[config.mk]
export PLATFORM = sky130hd
export DESIGN_NAME = flappy_game_ctrl
export DESIGN_NICKNAME = d
export VERILOG_FILES = /design/src/rtl/flappy_game_ctrl.sv
export SDC_FILE = /design/constraint.sdc
export NUM_CORES = 1
export LEC_CHECK = 0
export ABC_AREA = 1
export CORE_UTILIZATION = 54
export CTS_CLUSTER_SIZE = 8
export DETAILED_ROUTE_END_ITERATION = 10
export PLACE_DENSITY = 0.8
export SLEW_MARGIN = 30
export SYNTH_ARGS = -nofsm -noshare
export SYNTH_HDL_FRONTEND = slang
export SYNTH_SLANG_ARGS = --single-unit
export TNS_END_PERCENT = 100
[constraint.sdc]
create_clock -name gameClk -period 2.5 [get_ports gameClk]
set_clock_uncertainty 0.2 [all_clocks]
set_input_delay 0.75 -clock gameClk [delete_from_list [all_inputs] [get_ports gameClk]]
set_output_delay 0.75 -clock gameClk [all_outputs]
set_load 0.03 [all_outputs]
[src/rtl/flappy_game_ctrl.sv]
// flappy_game_ctrl: IDLE/PLAY/DYING/OVER sequencer with flap pulse, saturating BCD score and high score.
module flappy_game_ctrl #(
  parameter int SCORE_DIGITS = 4,
  parameter int DEATH_TICKS  = 60
) (
  input  logic                      gameClk,
  input  logic                      reset,
  input  logic                      btn_in,
  input  logic                      hit_column,
  input  logic                      pass_column,
  output logic                      flap,
  output logic                      freeze,
  output logic [1:0]                state,
  output logic [4*SCORE_DIGITS-1:0] score_bcd,
  output logic [4*SCORE_DIGITS-1:0] high_bcd,
  output logic                      new_high
);
  localparam logic [1:0] IDLE  = 2'd0;
  localparam logic [1:0] PLAY  = 2'd1;
  localparam logic [1:0] DYING = 2'd2;
  localparam logic [1:0] OVER  = 2'd3;
  localparam int SW = 4 * SCORE_DIGITS;
  localparam int CW = DEATH_TICKS > 1 ? $clog2(DEATH_TICKS) : 1;
  logic s1_q, s2_q, s3_q, btn_edge;
  logic [1:0] state_q, state_d;
  logic [SW-1:0] score_q, score_d, high_q, high_d, score_inc;
  logic [CW-1:0] cnt_q, cnt_d;
  logic flap_q, flap_d, freeze_q, new_high_q, new_high_d;
  logic carry;
  logic score_sat;
  assign btn_edge  = s2_q & ~s3_q;
  assign score_sat = score_q == {SCORE_DIGITS{4'h9}};
  // Ripple BCD increment: a digit advances only while every lower digit wraps from 9.
  always_comb begin
    score_inc = score_q;
    carry = 1'b1;
    for (int i = 0; i < SCORE_DIGITS; i++) begin
      score_inc[4*i+:4] = carry ? (score_q[4*i+:4] == 4'd9 ? 4'd0 : score_q[4*i+:4] + 4'd1) : score_q[4*i+:4];
      carry = carry & (score_q[4*i+:4] == 4'd9);
    end
  end
  always_comb begin
    state_d    = state_q;
    score_d    = score_q;
    high_d     = high_q;
    cnt_d      = cnt_q;
    flap_d     = 1'b0;
    new_high_d = 1'b0;
    if (state_q == IDLE) begin
      state_d = btn_edge ? PLAY : IDLE;
      score_d = btn_edge ? '0 : score_q;
      flap_d  = btn_edge;
    end else if (state_q == PLAY) begin
      flap_d  = btn_edge;
      state_d = hit_column ? DYING : PLAY;
      cnt_d   = hit_column ? '0 : cnt_q;
      score_d = (!hit_column && pass_column && !score_sat) ? score_inc : score_q;
    end else if (state_q == DYING) begin
      cnt_d = cnt_q + 1'b1;
      if (cnt_q == CW'(DEATH_TICKS - 1)) begin
        state_d    = OVER;
        new_high_d = score_q > high_q;
        high_d     = score_q > high_q ? score_q : high_q;
      end
    end else begin
      state_d = btn_edge ? IDLE : OVER;
    end
  end
  always_ff @(posedge gameClk) begin
    if (reset) begin
      s1_q       <= 1'b0;
      s2_q       <= 1'b0;
      s3_q       <= 1'b0;
      state_q    <= IDLE;
      score_q    <= '0;
      high_q     <= '0;
      cnt_q      <= '0;
      flap_q     <= 1'b0;
      freeze_q   <= 1'b1;
      new_high_q <= 1'b0;
    end else begin
      s1_q       <= btn_in;
      s2_q       <= s1_q;
      s3_q       <= s2_q;
      state_q    <= state_d;
      score_q    <= score_d;
      high_q     <= high_d;
      cnt_q      <= cnt_d;
      flap_q     <= flap_d;
      freeze_q   <= state_d != PLAY;
      new_high_q <= new_high_d;
    end
  end
  assign flap      = flap_q;
  assign freeze    = freeze_q;
  assign state     = state_q;
  assign score_bcd = score_q;
  assign high_bcd  = high_q;
  assign new_high  = new_high_q;
endmodule

======== Word-level counts from Yosys, hierarchy flattened ========
Index checks and enable logic that the tools add are counted.
Widths: inputs -> output; s select.
word-level totals
  register bits after elaboration ......... 46
  input bits .............................. 5
  output and inout port bits .............. 37
cells by class
  add/sub/neg operators ................... 5
  magnitude comparators ................... 1
  equal/unequal tests ..................... 11
  muxes and demuxes ....................... 23
  bitwise operators ....................... 8
  reduce and logical (&&, ||, !) cells .... 18
operators with widths
  kind                  count
  $mux 16               4
  $mux 4                7
  $mux 6                3
  $add 4x1->4 const B   4
  $eq 16x16->1 const B  1
  $eq 4x4->1 const B    4
  $gt 16x16->1          1
  $mux 2                6
  $reduce_and 4->1      3
  $reduce_bool 2->1     6
  $add 6x1->6 const B   1
  $eq 6x6->1 const B    1
  $reduce_and 3->1      2
  $not 1->1             5
  $reduce_and 5->1      1
  $reduce_or 5->1       1
  $ne 2x2->1 const B    2
  $and 1x1->1           3
  $mux 1                3
  $eq 2x1->1 const B    1
  $eq 2x2->1 const B    1
  $logic_and 1x1->1     2
  $logic_not 1->1       2
  $logic_not 2->1       1
  $ne 2x1->1 const B    1

======== Depth between registers and ports, before layout ========
  word-level depth ........................ 7
  mapped depth ............................ 15

======== Least setup slack after synthesis ========
No wires, ideal clock.
  path type ............................... reg2reg
  start ................................... reg score_q[0] (netlist: score_bcd[0])
  end ..................................... reg high_q[0] (netlist: high_bcd[0])
  library setup time ...................... 116 ps
  data arrival time ....................... 1,702 ps
  required time ........................... 2,184 ps
  slack ................................... 483 ps
  cell stages (with the launch flop) ...... 16
  buffers on the path ..................... 1
  clock period less this slack ............ 2,017 ps
  cell sequence ........................... dfxtp_1 inv_1 ha_1 inv_1 nand2_1 nand2_1 nand2_1 nand2_1 nand2_1 nand2_1 nand2_1 nand2_1 buf_2 nand3_1 nand2_1 nor2_1
on the way
  word-level cells in the longest chain between the ends .. 2
ends and longest elaborated chain
  what                               RTL line  source
  start, declared                    26        logic [SW-1:0] score_q, score_d, high_q, high_d, score_inc;
  start signal, assigned             86        score_q <= score_d;
  $gt 16x16->1                       63        high_d = score_q > high_q ? score_q : high_q;
  $reduce_and 5->1 (no source line)  --
  end signal, assigned               87        high_q <= high_d;
  end, declared                      26
Several ways; a longest one is shown, not always the timed one.
A chain may end at the register's enable or synchronous reset.

======== Final worst setup path ========
  start ................................... reg score_q[5] (netlist: score_bcd[5])
  end ..................................... out score_bcd[5]
RTL lines
  what           RTL line  source
  end, declared  14        output logic [4*SCORE_DIGITS-1:0] score_bcd,
No word-level cell between the ends.

==> key figures <==
Status
  – Outcome: complete, no violations

GRT
  – First-pass GRT wire length: between 10000 and 15000 um
  – Grt total ovfl: 0
  – Largest net degree at the start of global routing: 34
  – Total GRT Usage: 24.35%
  – Initial antenna violation count: 0
  – Number of global-route vias before repair: between 2000 and 2500

Job
  – Max Cap Viol: 0

Placed design
  – Post-DP HPWL: ~4200 um
  – DP Worst Slack: 0.1183 ns
  – Gpl congestion: between 0.8 and 0.9
  – PortBufs: 41

Drt
  – Initial DRC count: between 150 and 200
  – DRT Pass-1 Iters: 4
  – Vias per cell: roughly 5.3
  – DR vias: ~2600
  – WL/cell: 12.04 um
  – DRC: 0
  – Detail Route Antenna Nets: 0
  – Total Wirelength: approximately 6000 um

STA
  – Post-Route Setup TNS: 0 ns
  – Final worst path period share: 97.99%
  – Min Tclk post-route: 2.450 ns
  – RSZ-0062 raised after global routing: no
  – FMAX: ~410 MHz
  – Measured slew at the worst slew-check pin: approximately 0.51 ns
  – Setup slack after layout: between 0.05 and 0.06 ns
  – Final setup vio count: 0
  – Final Hold Vio Count: 0
  – Rel. slew slack: approximately two thirds
  – Final slew viol count: 0

Worst setup path
  – Crit path cell chain: clkdlybuf4s50_1
  – Critical path's top delay family: buffers and inverters
  – Crit path buf inv count: 1
  – Reg2Reg Depth: 15
  – CP startpoint kind: register
  – Slowest stage cell on the critical path: clkdlybuf4s50_1
  – Kind of critical path: register to primary output
  – R2R Setup Slk: 0.38 ns
  – Critical path launch point: score_bcd[5]
  – Cell count along the critical path: 1
  – Worst Path Required: around 1.6 ns
  – Arrival time at the worst endpoint: 1.50 ns
  – Max incr delay on CP: roughly 0.7 ns
  – Critical Path Sink Type: primary output
  – Maximum fanout along the worst path: 7
  – FF-to-FF Start: score_bcd[0]

Power
  – Max rail drop VDD: about 0.53 mV
  – Pwr/cell area: ~740 mW/mm^2
  – Leakage: 1.396 nW

Floorplan
  – FP Rows: 25
  – Num ports: 42
  – Initial core utilization: 56.94%
  – Core area: around 0.0048 mm^2
  – Die Span Y: roughly 73 um
  – Width of the die: approximately 73 um
  – Die area: 0.005335 mm^2

Layout
  – N_diodes: 0
  – Share of cells above drive strength 1: about 7.7%
  – Most frequent cells in the layout: 71 x nand2_1, 57 x nor2_1, 49 x inv_1
  – Area delta synth->final: 20.98%
  – Commonest non-fill, non-tap cell in the layout: nand2_1
  – Nets: about 460

Clocking
  – CTS tree: done
  – Bufs on Longest Clock Path: 2
  – Clock sink count: between 40 and 50
  – Hold-fix buffers at CTS: 0
  – Depth of the CTS H-tree: 2
  – Post-CTS setup buffer count: 0
  – CTS buffer count: 5
  – Worst skew pair latency: approximately 0.3 ns
  – Root Driver: clkbuf_8
  – PostCTS Resize Cnt: 0
  – CTS clock-pin slew for the worst setup and hold paths: about 0.08 ns

Yosys
  – Leading area contributor after synthesis: dfxtp_1
  – Post-Syn Area: 0.002725 mm^2
  – Synthesized flop and latch total: 46
  – Seq/Total Area, Yosys: ~34%
  – Syn Nets: 415
  – Synth warn: 0
  – Distinct cells, synth: 34
  – Share of the synthesized area in the top cell type: 33.79%
  – Synth Instances: roughly 390
  – Post-Syn Area per Cell: roughly 7.1 um^2
  – Ranking of synthesized cells by area: dfxtp_1 34%, ha_1 11%, nand2_1 9.8%

Hold path
  – Min-Delay Path Class: register to register
  – Hold Path Cell Cnt: 2
  – Min-delay src: s1_q
-- registers in the layout (all words and copies together) (netlist names), 2 cells and up --
register and count:
high_bcd 16, score_bcd 16, cnt_q 6, state 2
-- worst register-to-register path, cell delays in order, from the launching register on --
cell and delay [ns]:
dfxtp_1 0.47, inv_1 0.10, ha_1 0.20, inv_1 0.05, nand2_1 0.05, nand2_1 0.06
nand2_1 0.05, nand2_1 0.06, nand2_1 0.05, nand2_1 0.07, nand2_1 0.05, nand2_1 0.05
buf_4 0.32, nand3_1 0.13, nand2_1 0.08, nor2_1 0.04
-- cell type report --
class / instances / area (um^2)
Sequential cell: 46 / 920.9
Tap cell: 67 / 83.83
Inverter: 53 / 198.9
Clock buffer: 7 / 76.32
Timing Repair Buffer: 48 / 480.5
Fill cell: 414 / 1489
Clock inverter: 1 / 30.03
Multi-Input combinational cell: 274 / 1506
-- per-stage QoR --
step	hold slack [ns]	cell area, um^2	util (%)	power [W]	cells
floorplan	0.1883	2725	-	0.001679	385
global placement	0.1950	3186	66.56	0.001896	488
detailed placement	0.1953	3186	66.56	0.001918	488
CTS	0.2081	3292	68.78	0.002463	496
global route	0.2282	3297	68.89	0.002611	496
finish	0.2067	3297	68.89	0.002455	496
-- cell families (layout without fill, tap and decap cells) --
| logic type | Yosys count | in the layout | synth area share [%] |
|---|---|---|---|
| buffers and inverters | 65 | 109 | 10.93 |
| adders and majority gates | 25 | 25 | 11.48 |
| AOI/OAI and AO/OA | 55 | 55 | 11.16 |
| and+or+nand+nor | 189 | 189 | 31.04 |
| xor gates and xnor gates | 5 | 5 | 1.607 |
| DFF | 46 | 46 | 33.79 |
-- worst paths after layout --
check	to
min	s2_q
max	score_bcd[5]
max reg2reg	high_bcd[4]
min reg2reg	s2_q
-- synth_stat cells --
cell type / number
nand4_2: 1
a21oi_1: 34
clkbuf_8: 1
nand2_2: 3
nand2_4: 1
nand3_2: 1
a21oi_2: 4
nor4_1: 1
buf_6: 5
nand2_1: 71
nor2_1: 57
a21o_1: 1
or2_4: 1
inv_1: 49
a31oi_1: 1
nand4_1: 10
o21bai_1: 1
ha_1: 25
dfxtp_1: 46
buf_4: 1
buf_1: 1
buf_2: 2
nor2_2: 1
nor3_2: 1
or2_2: 1
nand3_1: 38
nor2_4: 2
o21ai_1: 1
o21ai_0: 10
clkbuf_1: 2
xnor2_1: 2
xor2_1: 3
inv_2: 4
o211ai_1: 3
-- report_power, final --
part / switching, W / internal, W / leakage (nW)
Clock: 0.000244 / 0.000299 / 0.0524
Combinational: 0.000713 / 0.000326 / 0.971
Sequential: 0.0000810 / 0.000792 / 0.372
Total: 0.00104 / 0.00142 / 1.40
-- layer usage --
| metal | track usage (%) | vias up | wire [um] |
|---|---|---|---|
| li1 | - | 1327 | - |
| met1 | 29.73 | 1193 | 2582 |
| met2 | 42.59 | 75 | 2962 |
| met3 | 3.591 | 11 | 312 |
| met4 | 10.02 | 0 | 116 |
| met5 | 0 | - | 0 |
Power figures use the tool's default switching activity.
